`config.mk`:
```
export PLATFORM = sky130hd
export DESIGN_NAME = dispatch_issue_flat
export DESIGN_NICKNAME = d
export VERILOG_FILES = /design/src/rtl/dispatch_issue_if.sv /design/src/rtl/dispatch_issue.sv /design/src/flat_wrapper.sv
export SDC_FILE = /design/constraint.sdc
export NUM_CORES = 1
export LEC_CHECK = 0
export ABC_CLOCK_PERIOD_IN_PS = 17200
export CELL_PAD_IN_SITES_DETAIL_PLACEMENT = 1
export CELL_PAD_IN_SITES_GLOBAL_PLACEMENT = 1
export CORE_ASPECT_RATIO = 1.2
export CORE_MARGIN = 2
export CORE_UTILIZATION = 23
export CTS_CLUSTER_DIAMETER = 200
export DETAILED_ROUTE_END_ITERATION = 8
export DONT_BUFFER_PORTS = 1
export HOLD_SLACK_MARGIN = 0.15
export MAX_ROUTING_LAYER = met4
export PLACE_DENSITY_LB_ADDON = 0.05
export REMOVE_ABC_BUFFERS = 1
export SLEW_MARGIN = 15
export SYNTH_ARGS = -nofsm -noshare
export SYNTH_HDL_FRONTEND = slang
export SYNTH_SLANG_ARGS = --single-unit
```
`constraint.sdc`:
```
create_clock -name clk -period 17.2 [get_ports clk]
set_clock_uncertainty 0.2 [all_clocks]
set_input_delay 3.44 -clock clk [delete_from_list [all_inputs] [get_ports clk]]
set_output_delay 3.44 -clock clk [all_outputs]
set_load 0.05 [all_outputs]
```
`src/rtl/dispatch_issue_if.sv`:
```
// Dispatch/issue port bundle: decoded instruction input, illegal pulse, and
// the three per-unit issue queue heads (int, mem, br).
interface dispatch_issue_if #(
  parameter int DEPTH = 4,
  parameter int TAG_W = 4
);
  localparam int CW = $clog2(DEPTH) + 1;

  logic             flush;
  logic             in_valid;
  logic             in_ready;
  logic [31:0]      in_inst;
  logic [12:0]      in_ctrl;
  logic             illegal;

  logic             int_valid, mem_valid, br_valid;
  logic             int_ready, mem_ready, br_ready;
  logic [31:0]      int_inst, mem_inst, br_inst;
  logic [12:0]      int_ctrl, mem_ctrl, br_ctrl;
  logic [TAG_W-1:0] int_tag, mem_tag, br_tag;
  logic [CW-1:0]    int_count, mem_count, br_count;

  modport slave (
    input  flush, in_valid, in_inst, in_ctrl, int_ready, mem_ready, br_ready,
    output in_ready, illegal,
    output int_valid, int_inst, int_ctrl, int_tag, int_count,
    output mem_valid, mem_inst, mem_ctrl, mem_tag, mem_count,
    output br_valid, br_inst, br_ctrl, br_tag, br_count
  );

  modport master (
    output flush, in_valid, in_inst, in_ctrl, int_ready, mem_ready, br_ready,
    input  in_ready, illegal,
    input  int_valid, int_inst, int_ctrl, int_tag, int_count,
    input  mem_valid, mem_inst, mem_ctrl, mem_tag, mem_count,
    input  br_valid, br_inst, br_ctrl, br_tag, br_count
  );
endinterface

```
`src/rtl/dispatch_issue.sv`:
```
// Routes decoded instructions into int/mem/br issue FIFOs, stamping each with
// a wrapping sequence tag; all-inactive control words are dropped and flagged.
module dispatch_issue #(
  parameter int DEPTH = 4,
  parameter int TAG_W = 4
) (
  input  logic           clk,
  input  logic           rst,
  dispatch_issue_if.slave bus
);
  localparam int PW = $clog2(DEPTH);
  localparam int CW = PW + 1;
  localparam int EW = 32 + 13 + TAG_W;
  localparam int NQ = 3;

  typedef enum logic [1:0] {CL_INT = 2'd0, CL_MEM = 2'd1, CL_BR = 2'd2, CL_ILL = 2'd3} cls_e;

  cls_e             cls;
  logic             tgt_full, in_ready_c, accept;
  logic [NQ-1:0]    push, pop, q_ready;
  logic [PW-1:0]    wr_ptr_q [NQ], wr_ptr_d [NQ];
  logic [PW-1:0]    rd_ptr_q [NQ], rd_ptr_d [NQ];
  logic [CW-1:0]    count_q  [NQ], count_d  [NQ];
  logic [TAG_W-1:0] tag_q, tag_d;
  logic             illegal_q, illegal_d;
  logic [EW-1:0]    fifo_mem [NQ][DEPTH];

  assign q_ready = {bus.br_ready, bus.mem_ready, bus.int_ready};

  // Priority matters: a load with RegWrite must go to mem, jal with RegWrite to br.
  always_comb begin
    cls = CL_ILL;
    if (bus.in_ctrl[4] | bus.in_ctrl[3])                        cls = CL_MEM;
    else if (bus.in_ctrl[5] | bus.in_ctrl[7] | bus.in_ctrl[6])  cls = CL_BR;
    else if (bus.in_ctrl[1])                                    cls = CL_INT;
  end

  // Full is judged on registered count; a same-cycle pop does not free a slot.
  always_comb begin
    tgt_full = 1'b0;
    for (int u = 0; u < NQ; u++)
      if (cls == cls_e'(u)) tgt_full = (count_q[u] == CW'(DEPTH));
    in_ready_c = ~rst & ~bus.flush & ((cls == CL_ILL) | ~tgt_full);
    accept     = bus.in_valid & in_ready_c;
  end

  always_comb begin
    tag_d     = tag_q;
    illegal_d = accept & (cls == CL_ILL);
    if (accept && cls != CL_ILL) tag_d = tag_q + TAG_W'(1);
    for (int u = 0; u < NQ; u++) begin
      push[u]     = accept & (cls == cls_e'(u));
      pop[u]      = q_ready[u] & (count_q[u] != '0) & ~bus.flush;
      wr_ptr_d[u] = wr_ptr_q[u];
      rd_ptr_d[u] = rd_ptr_q[u];
      count_d[u]  = count_q[u];
      if (bus.flush) begin
        wr_ptr_d[u] = '0;
        rd_ptr_d[u] = '0;
        count_d[u]  = '0;
      end else begin
        if (push[u]) wr_ptr_d[u] = wr_ptr_q[u] + PW'(1);
        if (pop[u])  rd_ptr_d[u] = rd_ptr_q[u] + PW'(1);
        case ({push[u], pop[u]})
          2'b10:   count_d[u] = count_q[u] + CW'(1);
          2'b01:   count_d[u] = count_q[u] - CW'(1);
          default: count_d[u] = count_q[u];
        endcase
      end
    end
  end

  always_ff @(posedge clk) begin
    if (rst) begin
      tag_q     <= '0;
      illegal_q <= 1'b0;
      for (int u = 0; u < NQ; u++) begin
        wr_ptr_q[u] <= '0;
        rd_ptr_q[u] <= '0;
        count_q[u]  <= '0;
      end
    end else begin
      tag_q     <= tag_d;
      illegal_q <= illegal_d;
      for (int u = 0; u < NQ; u++) begin
        wr_ptr_q[u] <= wr_ptr_d[u];
        rd_ptr_q[u] <= rd_ptr_d[u];
        count_q[u]  <= count_d[u];
      end
    end
  end

  // Storage holds data only; occupancy tracking alone decides what is valid.
  always_ff @(posedge clk) begin
    for (int u = 0; u < NQ; u++)
      if (push[u]) fifo_mem[u][wr_ptr_q[u]] <= {bus.in_inst, bus.in_ctrl, tag_q};
  end

  assign bus.in_ready  = in_ready_c;
  assign bus.illegal   = illegal_q;

  assign bus.int_valid = (count_q[0] != '0);
  assign bus.int_count = count_q[0];
  assign {bus.int_inst, bus.int_ctrl, bus.int_tag} = fifo_mem[0][rd_ptr_q[0]];

  assign bus.mem_valid = (count_q[1] != '0);
  assign bus.mem_count = count_q[1];
  assign {bus.mem_inst, bus.mem_ctrl, bus.mem_tag} = fifo_mem[1][rd_ptr_q[1]];

  assign bus.br_valid  = (count_q[2] != '0);
  assign bus.br_count  = count_q[2];
  assign {bus.br_inst, bus.br_ctrl, bus.br_tag} = fifo_mem[2][rd_ptr_q[2]];
endmodule

```
`src/flat_wrapper.sv`:
```
// flat-port wrapper written by rule: the top's interface ports become plain ports
module dispatch_issue_flat 
#(
  parameter int DEPTH = 4,
  parameter int TAG_W = 4
)
  (clk, rst, bus_flush, bus_in_valid, bus_in_inst, bus_in_ctrl, bus_int_ready, bus_mem_ready, bus_br_ready, bus_in_ready, bus_illegal, bus_int_valid, bus_int_inst, bus_int_ctrl, bus_int_tag, bus_int_count, bus_mem_valid, bus_mem_inst, bus_mem_ctrl, bus_mem_tag, bus_mem_count, bus_br_valid, bus_br_inst, bus_br_ctrl, bus_br_tag, bus_br_count);
  dispatch_issue_if #(.DEPTH(DEPTH), .TAG_W(TAG_W)) bus_i ();
  input  logic clk;
  input  logic rst;
  input wire logic [$bits(bus_i.flush)-1:0] bus_flush;
  input wire logic [$bits(bus_i.in_valid)-1:0] bus_in_valid;
  input wire logic [$bits(bus_i.in_inst)-1:0] bus_in_inst;
  input wire logic [$bits(bus_i.in_ctrl)-1:0] bus_in_ctrl;
  input wire logic [$bits(bus_i.int_ready)-1:0] bus_int_ready;
  input wire logic [$bits(bus_i.mem_ready)-1:0] bus_mem_ready;
  input wire logic [$bits(bus_i.br_ready)-1:0] bus_br_ready;
  output wire logic [$bits(bus_i.in_ready)-1:0] bus_in_ready;
  output wire logic [$bits(bus_i.illegal)-1:0] bus_illegal;
  output wire logic [$bits(bus_i.int_valid)-1:0] bus_int_valid;
  output wire logic [$bits(bus_i.int_inst)-1:0] bus_int_inst;
  output wire logic [$bits(bus_i.int_ctrl)-1:0] bus_int_ctrl;
  output wire logic [$bits(bus_i.int_tag)-1:0] bus_int_tag;
  output wire logic [$bits(bus_i.int_count)-1:0] bus_int_count;
  output wire logic [$bits(bus_i.mem_valid)-1:0] bus_mem_valid;
  output wire logic [$bits(bus_i.mem_inst)-1:0] bus_mem_inst;
  output wire logic [$bits(bus_i.mem_ctrl)-1:0] bus_mem_ctrl;
  output wire logic [$bits(bus_i.mem_tag)-1:0] bus_mem_tag;
  output wire logic [$bits(bus_i.mem_count)-1:0] bus_mem_count;
  output wire logic [$bits(bus_i.br_valid)-1:0] bus_br_valid;
  output wire logic [$bits(bus_i.br_inst)-1:0] bus_br_inst;
  output wire logic [$bits(bus_i.br_ctrl)-1:0] bus_br_ctrl;
  output wire logic [$bits(bus_i.br_tag)-1:0] bus_br_tag;
  output wire logic [$bits(bus_i.br_count)-1:0] bus_br_count;
  assign bus_i.flush = bus_flush;
  assign bus_i.in_valid = bus_in_valid;
  assign bus_i.in_inst = bus_in_inst;
  assign bus_i.in_ctrl = bus_in_ctrl;
  assign bus_i.int_ready = bus_int_ready;
  assign bus_i.mem_ready = bus_mem_ready;
  assign bus_i.br_ready = bus_br_ready;
  assign bus_in_ready = bus_i.in_ready;
  assign bus_illegal = bus_i.illegal;
  assign bus_int_valid = bus_i.int_valid;
  assign bus_int_inst = bus_i.int_inst;
  assign bus_int_ctrl = bus_i.int_ctrl;
  assign bus_int_tag = bus_i.int_tag;
  assign bus_int_count = bus_i.int_count;
  assign bus_mem_valid = bus_i.mem_valid;
  assign bus_mem_inst = bus_i.mem_inst;
  assign bus_mem_ctrl = bus_i.mem_ctrl;
  assign bus_mem_tag = bus_i.mem_tag;
  assign bus_mem_count = bus_i.mem_count;
  assign bus_br_valid = bus_i.br_valid;
  assign bus_br_inst = bus_i.br_inst;
  assign bus_br_ctrl = bus_i.br_ctrl;
  assign bus_br_tag = bus_i.br_tag;
  assign bus_br_count = bus_i.br_count;
  dispatch_issue #(.DEPTH(DEPTH), .TAG_W(TAG_W)) u_core (.clk(clk), .rst(rst), .bus(bus_i));
endmodule
```
== Word level (Yosys, flattened, before mapping) ==
Memories as Yosys holds them, arrays and structs flattened.
Cells that the tools add are included.
Storage, ports and cells
  bits in registers: 5
  RAM bits: 609
  input port bits: 52
  output and inout bits: 161
  logic and storage cells: 149
  memories kept: 4
Operators by class
  add/subtract/negate cells: 13
  $lt $le $gt $ge: 9
  eq/ne operators: 13
  multiplexer cells: 63
  bitwise gates (word level): 35
  reduce and logical (&&, ||, !) cells: 10
Memory list
  u_core.fifo_mem: depth 3, bits a word 196, rd ports 3, clocked after Yosys merged registers in 0, write ports 1, line dispatch_issue.sv:26  | logic [EW-1:0] fifo_mem [NQ][DEPTH];
  u_core.count_q: depth 3, bits a word 3, rd ports 3, clocked after Yosys merged registers in 0, write ports 3, line dispatch_issue.sv:23  | logic [CW-1:0] count_q [NQ], count_d [NQ];
  u_core.rd_ptr_q: depth 3, bits a word 2, rd ports 3, clocked after Yosys merged registers in 0, write ports 3, line dispatch_issue.sv:22  | logic [PW-1:0] rd_ptr_q [NQ], rd_ptr_d [NQ];
  u_core.wr_ptr_q: depth 3, bits a word 2, rd ports 3, clocked after Yosys merged registers in 0, write ports 3, line dispatch_issue.sv:21  | logic [PW-1:0] wr_ptr_q [NQ], wr_ptr_d [NQ];
Operator list (count)
  2-to-1 mux 196 bit: 7
  2-to-1 mux 49 bit: 9
  OR reduction 196 bit: 2
  binary-select mux 49 bit (select 2 bit): 3
  demux 49 bit (select 2 bit): 3
  2-to-1 mux 2 bit: 23
  greater-or-equal comparator 3 bit, second input constant: 6
  2-to-1 mux 3 bit: 6
  inverter 2 -> 3 bit: 6
  case mux 3 bit (2 select lines): 3
  bitwise AND 1 bit: 13
  bitwise OR 1 bit: 13
  adder 2 x 1 -> 2 bit, second input constant: 6
  == test 2 bit, second input constant: 5
  adder 3 x 1 -> 3 bit, second input constant: 3
  == test 3 bit, second input constant: 3
  < comparator 3 x 1 -> 1 bit, second input constant: 3
  2-to-1 mux 1 bit: 9
  nonzero test 3 bit: 3
  subtractor 3 x 1 -> 3 bit, second input constant: 3
  == test 2 x 1 -> 1 bit, second input constant: 4
  adder 4 x 1 -> 4 bit, second input constant: 1
  logical AND 1 bit: 4
  inverter 1 bit: 3
  2 further kinds: 2

== Depth between registers and ports, before layout ==
Gate-level depths: netlist of the first run.
  depth after elaboration: 18
  depth in mapped cells: 11
  gate-level depth less buffers: 10

== Worst setup path after synthesis of the first run ==
No wires, ideal clock.
  path kind: input -> register
  start: input port bus_in_ctrl[7]
  end: memory u_core.fifo_mem[0][0] (netlist name) (enable)
  arrival: 7.815 ns
  required time: 16.474 ns
  slack: 8.658 ns
  stages on the path: 4
  path buffers: 0
  path through: or3_4 a21oi_4 a21oi_2 nor3b_1
Between the ends
  cells in the longest elaborated chain, start to end: 18
RTL lines
  start: declaration: line flat_wrapper.sv:14  | input wire logic [$bits(bus_i.in_ctrl)-1:0] bus_in_ctrl;
  bitwise OR 1 bit (*) (2 in a row): line dispatch_issue.sv:34  | else if (bus.in_ctrl[5] | bus.in_ctrl[7] | bus.in_ctrl[6]) cls = CL_BR;
  2-to-1 mux 2 bit (*): line dispatch_issue.sv:34
  2-to-1 mux 2 bit (*): line dispatch_issue.sv:33  | if (bus.in_ctrl[4] | bus.in_ctrl[3]) cls = CL_MEM;
  logical NOT 2 bit: line dispatch_issue.sv:42, dispatch_issue.sv:52
  2-to-1 mux 1 bit (3 in a row): line dispatch_issue.sv:42  | if (cls == cls_e'(u)) tgt_full = (count_q[u] == CW'(DEPTH));
  inverter 1 bit: line dispatch_issue.sv:43  | in_ready_c = ~rst & ~bus.flush & ((cls == CL_ILL) | ~tgt_full);
  bitwise OR 1 bit: line dispatch_issue.sv:43
  bitwise AND 1 bit: line dispatch_issue.sv:43
  bitwise AND 1 bit: line dispatch_issue.sv:44  | accept = bus.in_valid & in_ready_c;
  bitwise AND 1 bit: line dispatch_issue.sv:52  | push[u] = accept & (cls == cls_e'(u));
  2-to-1 mux 1 bit: line dispatch_issue.sv:96  | if (push[u]) fifo_mem[u][wr_ptr_q[u]] <= {bus.in_inst, bus.in_ctrl, tag_q};
  2-to-1 mux 196 bit (implied by the code): line dispatch_issue.sv:96
  OR reduction 196 bit (no line)
  2-to-1 mux 2 bit (no line) or 2-to-1 mux 196 bit (tied branches) (2 in a row)
  end: declaration: line dispatch_issue.sv:26
Every way passes the cells marked *; elsewhere a longest branch is shown, timed or not.

== Worst setup path after layout of the first run ==
  start: input port bus_in_ctrl[3]
  end: output port bus_in_ready
Between the ends
  cells in the longest elaborated chain, start to end: 9
RTL lines
  bitwise OR 1 bit (*): line dispatch_issue.sv:33
  2-to-1 mux 2 bit (*): line dispatch_issue.sv:33
  logical NOT 2 bit: line dispatch_issue.sv:42
  2-to-1 mux 1 bit (3 in a row): line dispatch_issue.sv:42
  inverter 1 bit: line dispatch_issue.sv:43
  bitwise OR 1 bit (*): line dispatch_issue.sv:43
  bitwise AND 1 bit (*): line dispatch_issue.sv:43
  end: declaration: line flat_wrapper.sv:18  | output wire logic [$bits(bus_i.in_ready)-1:0] bus_in_ready;
Marks and branches as above.

==> results of run 1 <==
[per-layer routing]
layer  GRT usage [%]  up-vias  wire length [um]
met5               -        -                 0
met4           3.419        0              1200
met3           4.020       78              4367
met2           21.52      232             32020
met1           16.85     5482             28740
li1                -     4183                 -
[layout make-up]
cell class,instances,area [um^2]
clock buffer,97,1981
clock inverter,30,220.2
fill,9901,71770
inverter,16,60.06
multi-input combinational,298,4526
sequential,614,18200
tap,1280,1602
timing repair buffer,23,172.7
[kinds of logic after synthesis]
group | Yosys count | share of synthesized area, %
AO/OA/AOI/OAI | 25 | 0.7430
XOR/XNOR | 14 | 0.5354
adder cells (fa/ha/maj) | 19 | 1.136
multiplexers | 149 | 14.54
buffers and inverters | 58 | 1.098
AND/OR/NAND/NOR | 91 | 2.584
flip-flops | 614 | 79.36
[where the power goes]
part,internal [mW],switching (mW),leakage [nW]
Clock,0.850,0.606,1.08
Combinational,0.00925,0.0315,1.25
Sequential,1.65,0.00837,5.52
Total,2.51,0.645,7.85
[sequential cells by signal, summed over array words and instances (netlist names)]
register and count:
u_core.count_q 9, u_core.fifo_mem 588, u_core.wr_ptr_q 6, u_core.bus.illegal 1, u_core.rd_ptr_q 6, u_core.tag_q 4
[metrics by stage]
stage / setup slack [ns] / util, %
floorplan: 8.626 / -
global placement: 8.447 / 24.93
detailed placement: 8.394 / 24.93
CTS: 8.385 / 27.16
global route: 8.274 / 27.16
finish: 8.409 / 27.16
[worst max-delay path by stage]
stage,from,end,slack [ns],depth (start not counted)
2_1_floorplan,bus_in_ctrl[7],u_core.fifo_mem[0][0],8.63,4
3_3_place_gp,bus_in_ctrl[3],bus_in_ready,8.45,4
3_5_place_dp,bus_in_ctrl[3],bus_in_ready,8.39,4
4_1_cts,bus_in_ctrl[3],bus_in_ready,8.39,4
5_1_grt,bus_in_ctrl[3],bus_in_ready,8.27,4
6_report,bus_in_ctrl[3],bus_in_ready,8.41,4
[synth_stat cells (4+ instances only)]
cell type  number
o21ai_0         5
or3_1           6
inv_1          16
and2_1          4
edfxtp_1      588
xnor2_1         8
buf_2          15
nand4_1         7
a21oi_1         9
nand3_1         5
mux4_2        147
ha_1           16
clkbuf_1       23
nor2_1         22
nand2_1         4
xor2_1          6
and3_1          5
nor3b_1         6
dfxtp_1        26
[worst max-delay path, stage by stage]
cell and delay (ns):
nor2_1 0.08, nor2_1 0.65, a21oi_2 0.21, nor2_1 0.76
==> impl_results.md, run 1 <==
- Hold path endpoint: u_core.wr_ptr_q[0][3]
- TNS Setup: 0 ns
- Final hold viol count: 0
- Clock root buffer master: clkbuf_16
- Final std cells w/o fill: 2358
- R2r setup slk: between 10 and 15 ns
- First-pass iteration count of the detailed router: 4
- Hold Crit Start: u_core.wr_ptr_q[0][3]
- Hold path depth: 2
- Initial Util: a little under a quarter
- Row Count: 126
- Max Cap Viol: 0
- Post-route cell area: between 20000 and 30000 um^2
- CP Max Fanout: 15
- Crit share post-route: between 50% and 60%
- Htree depth: 3
- CTS Hold Buffers Added: 0
- Power per cell area: 117.8 nW/um^2
- Clock Latency Late Sink: around 0.60 ns
- Syn-to-layout area delta: 16.84%
- CP endpoint kind: primary output
- Most frequent cells in the layout: 588 x edfxtp_1, 147 x mux4_2, 76 x clkbuf_16
- Final setup violation count: 0
- Sequential element share of the synthesized area: 79.36%
- Placed cell area: roughly 25000 um^2
- Critical path arrival: about 5 ns
- Setup repair bufs after CTS: 0
- Slew headroom: roughly two fifths
- #FFs+latches synth: 614
- IO buf count: 0
- Total power: about 3.2 mW
- Die area: roughly 100000 um^2
- Ys async rst share: 0%
- Residual DRC: 0
- Worst hold path class: register to register
- Post-CTS sizing: 0
- Clock sinks: 614
- GR Util All Layers: 13.52%
- CTS tree: yes
- Final wirelength: between 60000 and 70000 um
- Status: complete, no violations
- Initial antenna violation count: 0
- Unrepaired setup endpoints after global routing: no
- GR Overflow Total: 0
- Largest net degree at the start of global routing: 40
- CTS Buffer Depth: 3
- Critical path startpoint category: primary input
- Number of top-level pins: approximately 210
- Worst r2r path cells: 6
- Setup CP Type: primary input to primary output
- ANT nets after route: 0
- Core ar.: about 100000 um^2
- Post-synth EDFFs: between 500 and 600
- Top cells by area, synth: edfxtp_1 77%, mux4_2 14%, dfxtp_1 2.3%, ha_1 0.87%, clkbuf_1 0.38%
- FF-to-FF Start: u_core.count_q[0][3]
- Most common cell after layout, fill and taps aside: edfxtp_1
- Fmax: around 110 MHz
- VDD IR-drop max: 0.06436 mV
- Yosys top cell area share: slightly below 80%
- Tightest Pin Transition: about 0.9 ns
- Worst-path clk slew: 0.06 ns
- HPWL Detailed: 38030 um
- Die Y: about 350 um
- Wire length per cell: approximately 28 um
- Pleak: just under 8 nW
- Yosys warns: 0
- Inserted Clock Buffers: slightly above 70
- Initial drt markers: 565
- Chip Width: 292.1 um
- Share of layout cells above drive strength 1: 26.99%
- Post-Syn Area: ~23000 um^2
- Worst Path Required: around 14 ns
- Global-route wire length before repair: slightly above 90000 um
- Vias in the first global route: ~11000
- Vias: 9975
- Synthesized area per cell: 23.61 um^2
- N_diodes: 0
- Unique masters post-synth: 52
- Synthesized instance count: between 900 and 1000
- Avg Vias per Cell: between 4 and 5
- GP Congestion: between 0.6 and 0.7
- Nets: approximately 1100
- Post-placement cell count: between 2000 and 2500
- Max Slew Vio Count: 0
- Ys flop type: edfxtp_1
- Critical R2R Capture: u_core.fifo_mem[0][64]
- Post-layout min period: 8.791 ns
- Largest area contributor in the netlist: edfxtp_1
- Worst hold margin: a little under 0.3 ns
Power figures use the tool's default switching activity.
==> run 2, diff against run 1 <==
--- a/config.mk
+++ b/config.mk
@@ -5,7 +5,7 @@
 export SDC_FILE = /design/constraint.sdc
 export NUM_CORES = 1
 export LEC_CHECK = 0
-export ABC_CLOCK_PERIOD_IN_PS = 17200
+export ABC_CLOCK_PERIOD_IN_PS = 7400
 export CELL_PAD_IN_SITES_DETAIL_PLACEMENT = 1
 export CELL_PAD_IN_SITES_GLOBAL_PLACEMENT = 1
 export CORE_ASPECT_RATIO = 1.2
==> constraint.sdc (replaced) <==
create_clock -name clk -period 7.4 [get_ports clk]
set_clock_uncertainty 0.2 [all_clocks]
set_input_delay 1.48 -clock clk [delete_from_list [all_inputs] [get_ports clk]]
set_output_delay 1.48 -clock clk [all_outputs]
set_load 0.05 [all_outputs]
==> run 2 against run 1 <==
Effect of this change:
- worst hold slack better by 0.023 ns
- critical endpoint unchanged
- combinational power increased by 130%
- global-route usage fell by 0.13 points
- highest routed layer unchanged
- first-iteration DRC count is 10% higher
- core utilization increased by 0.13 points
- clock power increased by 140%
- count of clock-buffer cells in the layout down 7
- register-to-register slack got worse by 9.7 ns
- die area is the same
==> impl_results.md, run 2 (same netlist as run 1, synthesis figures left out) <==
- Pleak: 7.904 nW (+0.72%)
- Htree depth: 3 (unchanged)
- Final std cells w/o fill: 2362 (+0.17%)
- Core ar.: 98530 um^2 (unchanged)
- Avg Vias per Cell: 4.243 (+0.29%)
- GR Util All Layers: 13.39% (-0.13 points)
- First-pass iteration count of the detailed router: 4 (unchanged)
- Inserted Clock Buffers: 72 (+1.4%)
- TNS Setup: 0 ns (unchanged)
- Power per cell area: 279.1 nW/um^2 (+140%)
- Critical path startpoint category: primary input
- CP Max Fanout: 15 (unchanged)
- Final WS setup: 2.536 ns (-5.873 ns)
- Tightest Pin Transition: 0.9477 ns (+0.04696 ns)
- Vias in the first global route: 11120 (-0.28%)
- IO buf count: 0 (unchanged)
- Largest net degree at the start of global routing: 38 (-5.0%)
- Global-route wire length before repair: 91930 um (-0.92%)
- Post-CTS sizing: 0 (unchanged)
- GR Overflow Total: 0 (unchanged)
- Chip Width: 292.1 um (unchanged)
- Most common cell after layout, fill and taps aside: edfxtp_1
- ANT nets after route: 0 (unchanged)
- Max Cap Viol: 0 (unchanged)
- Die Y: 349.7 um (unchanged)
- Post-layout min period: 4.864 ns
- Syn-to-layout area delta: 17.39%
- Slew headroom: 36.82% (-2.9 points)
- CTS tree: yes
- Initial antenna violation count: 0 (unchanged)
- Sequential power share: 51.3% (-1.2 points)
- Total power: 7.503 mW (+140%)
- Initial drt markers: 622 (+10%)
- Max Slew Vio Count: 0 (unchanged)
- CTS Hold Buffers Added: 0 (unchanged)
- Global route hottest layer: met2
- GP Congestion: 0.6795 (-1.2%)
- Fmax: 205.6 MHz
- Final wirelength: 66200 um (-0.19%)
- Die area: 102100 um^2 (unchanged)
- Clock Latency Late Sink: 0.61 ns (about the same)
- Vias: 10020 (+0.46%)
- Clock sinks: 614 (unchanged)
- Number of top-level pins: 213 (unchanged)
- VDD IR-drop max: 0.1562 mV (+140%)
- M2 GR Usage: 21.76% (+0.24 points)
- Status: complete, no violations
- CTS Buffer Depth: 3 (unchanged)
- Setup slack after placement: 2.534 ns (-5.860 ns)
- Worst hold path class: register to register
- M3 GR Usage: 3.893% (-0.13 points)
- Final setup violation count: 0 (unchanged)
- Clock root buffer master: clkbuf_16
- Worst-path clk slew: 0.05 ns (about the same)
- Setup repair bufs after CTS: 0 (unchanged)
- Wire length per cell: 28.03 um (-0.36%)
- Most frequent cells in the layout: 588 x edfxtp_1, 147 x mux4_2, 75 x clkbuf_16
- Worst Path Required: 5.72 ns (-7.84 ns)
- Clock power frac: 47.4% (+1.2 points)
- Residual DRC: 0 (unchanged)
- CP endpoint kind: primary output
- Row Count: 126 (unchanged)
- Internal power: 5.978 mW (+140%)
- Total net switching power: 1.525 mW (+140%)
- Nets: 1096 (+0.091%)
- HPWL Detailed: 37720 um (-0.82%)
- Sw Share: 20.33% (-0.15 points)
- Logic pwr share: 1.3% (about the same)
- Post-placement cell count: 2231 (unchanged)
- Setup CP Type: primary input to primary output
- Initial Util: 23.25% (unchanged)
- Final hold viol count: 0 (unchanged)
- Crit share post-route: between 60 and 70%
- Share of layout cells above drive strength 1: 27.38% (+0.39 points)
- Met1 Track Usage GR: 16.41% (-0.44 points)
- Critical path arrival: 3.18 ns (-1.97 ns)
- Max FFs per register: 588 (unchanged)
- Unrepaired setup endpoints after global routing: no
[run 2: power groups by stage]
stage | registers, mW | clock network, mW | logic (mW)
finish | 3.85 | 3.56 | 0.0946
global route | 3.85 | 3.82 | 0.101
CTS | 3.85 | 3.69 | 0.0978
detailed placement | 3.93 | 0 | 0.0973
global placement | 3.92 | 0 | 0.0980
floorplan | 3.92 | 0 | 0.0735
[run 2: worst max-delay path: stages]
cell and delay [ns]:
nor2_1 0.09, nor2_1 0.64, a21oi_2 0.21, nor2_1 0.75
[run 2: path summary, 6_finish.rpt]
check | from | slack, ns | cells past startpoint | to
max reg2reg | u_core.count_q[0][3] | 3.71 | 6 | u_core.fifo_mem[0][91]
min | u_core.wr_ptr_q[0][1] | 0.32 | 2 | u_core.wr_ptr_q[0][1]
max | bus_in_ctrl[3] | 2.54 | 4 | bus_in_ready
min reg2reg | u_core.wr_ptr_q[0][1] | 0.32 | 2 | u_core.wr_ptr_q[0][1]
[run 2: area by class of cell]
cell class	count	area [um^2]
multi-input combinational	298	4526
timing repair buffer	23	172.7
inverter	16	60.06
clock buffer	90	1933
tap	1280	1602
sequential	614	18200
antenna	1	2.502
fill	9885	71640
clock inverter	40	392.9
[run 2: per-stage QoR]
step | cell area, um^2 | utilization, % | hold slack (ns)
finish | 26890 | 27.29 | 0.3193
detailed placement | 24560 | 24.93 | 0.3141
floorplan | 22710 | - | 0.2692
global placement | 24560 | 24.93 | 0.2975
CTS | 26890 | 27.29 | 0.3235
global route | 26890 | 27.29 | 0.3383
[run 2: routing by layer]
metal  share of wire [%]  vias up
li1                    -     4191
met1                  43     5512
met2                  49      236
met3                 6.3       82
met4                 1.7        0
met5                   0        -
==> run 3, diff against run 2 <==
--- a/config.mk
+++ b/config.mk
@@ -5,7 +5,7 @@
 export SDC_FILE = /design/constraint.sdc
 export NUM_CORES = 1
 export LEC_CHECK = 0
-export ABC_CLOCK_PERIOD_IN_PS = 7400
+export ABC_CLOCK_PERIOD_IN_PS = 4900
 export CELL_PAD_IN_SITES_DETAIL_PLACEMENT = 1
 export CELL_PAD_IN_SITES_GLOBAL_PLACEMENT = 1
 export CORE_ASPECT_RATIO = 1.2
==> constraint.sdc (replaced) <==
create_clock -name clk -period 4.9 [get_ports clk]
set_clock_uncertainty 0.2 [all_clocks]
set_input_delay 0.98 -clock clk [delete_from_list [all_inputs] [get_ports clk]]
set_output_delay 0.98 -clock clk [all_outputs]
set_load 0.05 [all_outputs]
==> run 3 against run 2 <==
Effect of this change:
- cell area rose by 0.12%
- worst hold slack got worse by 0.064 ns
- count of clock-buffer cells in the layout rose by 3
- routed wire length fell by 0.34%
- critical path depth rose by 1
- cell count rose by 0.34%
- largest cell class unchanged
- highest routed layer unchanged
==> impl_results.md, run 3 (same netlist as run 1, synthesis figures left out) <==
- Unrepaired setup endpoints after global routing: no
- Share of layout cells above drive strength 1: 27.71% (+0.32 points)
- CP delay by family, top: simple AND/OR/NAND/NOR gates
- HPWL Detailed: 39110 um (+3.7%)
- First-pass iteration count of the detailed router: 6 (+2)
- ANT nets after route: 0 (unchanged)
- Max FFs per register: 588 (unchanged)
- CP endpoint kind: primary output
- Worst path max stage delay: 0.74 ns (about the same)
- Buf/Inv on CP: 1 (+1)
- Tightest Pin Transition: 0.9321 ns (-0.01558 ns)
- Most frequent cells in the layout: 588 x edfxtp_1, 147 x mux4_2, 73 x clkbuf_16
- Inserted Clock Buffers: 73 (+1.4%)
- R2r setup slk: 1.43 ns (-2.28 ns)
- CP Cell Sequence: nor3b_1 > nor2_1 > a21oi_2 > nor2_1 > buf_4
- CTS tree: yes
- Worst-path clk slew: 0.06 ns (about the same)
- N_diodes: 0 (-1)
- Htree depth: 3 (unchanged)
- Die Y: 349.7 um (unchanged)
- Worst hold margin: 0.2558 ns (-0.06351 ns)
- Worst r2r path cells: 10 (+4)
- Max Cap Viol: 0 (unchanged)
- Number of top-level pins: 213 (unchanged)
- Avg Vias per Cell: 4.209 (-0.80%)
- Worst Path Required: 3.72 ns (-2.00 ns)
- Final hold viol count: 0 (unchanged)
- Cell repeated most along the worst path: nor2_1
- VDD IR-drop max: 0.1937 mV (+24%)
- Final setup violation count: 0 (unchanged)
- Hold path endpoint: u_core.fifo_mem[0][320]
- Final wirelength: 65980 um (-0.34%)
- Post-CTS sizing: 0 (unchanged)
- Setup CP Type: register to primary output
- Status: complete, no violations
- Vias in the first global route: 11230 (+1.0%)
- Wire length per cell: 27.84 um (-0.67%)
- Worst hold path class: primary input to register
- Hold Crit Start: bus_in_inst[9]
- Crit share post-route: between 80% and 90%
- CTS Hold Buffers Added: 0 (unchanged)
- Critical path arrival: 2.86 ns (-0.32 ns)
- Crit-path slowest cell: dfxtp_1
- Fmax: 247.2 MHz
- Clock Latency Late Sink: 0.62 ns (about the same)
- Most common cell after layout, fill and taps aside: edfxtp_1
- IO buf count: 0 (unchanged)
- Top Layer Used: met4
- Clock sinks: 614 (unchanged)
- GR Util All Layers: 13.45% (+0.057 points)
- GP Congestion: 0.6737 (-0.85%)
- Row Count: 126 (unchanged)
- Initial antenna violation count: 1 (+1)
- CTS Buffer Depth: 3 (unchanged)
- Nets: 1106 (+0.91%)
- Die area: 102100 um^2 (unchanged)
- Initial drt markers: 466 (-25%)
- Setup repair bufs after CTS: 0 (unchanged)
- Max Slew Vio Count: 0 (unchanged)
- Syn-to-layout area delta: 17.53%
- Power per cell area: 409.0 nW/um^2 (+47%)
- Finished Core Util: 27.32% (+0.032 points)
- Hold path depth: 0 (-2)
- FF-to-FF Start: u_core.count_q[0][5]
- Chip Width: 292.1 um (unchanged)
- Critical path startpoint category: register
- GR Overflow Total: 0 (unchanged)
- Residual DRC: 0 (unchanged)
- Pleak: 7.904 nW (about the same)
- Wl on met1: 27390 um (-3.0%)
- CP Max Fanout: 12 (-3)
- DR WL met2: 32880 um (+0.64%)
- WL met3: 4529 um (+9.0%)
- Core ar.: 98530 um^2 (unchanged)
- Vias: 9975 (-0.46%)
- Largest net degree at the start of global routing: 50 (+32%)
- Global-route wire length before repair: 92580 um (+0.71%)
- Slew headroom: 37.86% (+1.0 points)
- Critical R2R Capture: u_core.count_q[0][2]
- Initial Util: 23.25% (unchanged)
- Post-layout min period: between 4 and 5 ns
- Clock root buffer master: clkbuf_16
run 3: cell count changes in the layout (fill, tap and decap cells not counted):
cell and change:
clkinv_2 -1, clkbuf_8 +2, clkbuf_1 +3, bufinv_16 -6, clkinv_8 +2, clkbuf_16 -2, buf_12 +9, inv_6 +2
diode_2 -1
run 3: layer usage:
layer | global-route usage, % | up-vias
li1 | - | 4218
met1 | 16.00 | 5442
met2 | 22.06 | 238
met3 | 4.230 | 77
met4 | 3.524 | 0
met5 | - | -
run 3: metrics by stage:
stage	TNS (ns)	worst slack, ns	std cells	instance area, um^2	power [mW]
2_1_floorplan	-237.90	-1.214	928	22710	6.024
3_3_place_gp	0	1.196	2240	24740	6.074
3_5_place_dp	0	1.162	2240	24740	6.076
4_1_cts	0	0.7821	2370	26920	11.23
5_1_grt	0	0.6207	2370	26920	11.43
6_report	0	0.8551	2370	26920	11.01
run 3: layout make-up:
type	count	area, um^2
repair buffers	32	352.8
inverters	16	60.06
flip-flops and latches	614	18200
well taps	1280	1602
fillers	9875	71610
multi-input cells	298	4526
clock buffers	93	1922
clock inverters	37	257.7
run 3: power by group:
group	leakage, nW	switching (mW)	internal (mW)	total (mW)
clock	1.06	2.17	2.88	5.05
combinational	1.33	0.110	0.0339	0.144
sequential	5.52	0.0330	5.78	5.82
total	7.90	2.31	8.70	11.0
run 3: how the worst max path moves through the flow:
stage	start	to	slack (ns)	depth (start not counted)
after CTS	u_core.count_q[0][3]	bus_in_ready	0.78	5
after global placement	bus_in_ctrl[7]	u_core.count_q[0][2]	1.20	10
final	u_core.count_q[0][3]	bus_in_ready	0.86	5
after global routing	u_core.count_q[0][3]	bus_in_ready	0.62	5
after detailed placement	bus_in_ctrl[7]	u_core.count_q[0][2]	1.16	10
after floorplan	bus_in_ctrl[7]	u_core.fifo_mem[0][0]	-1.21	4
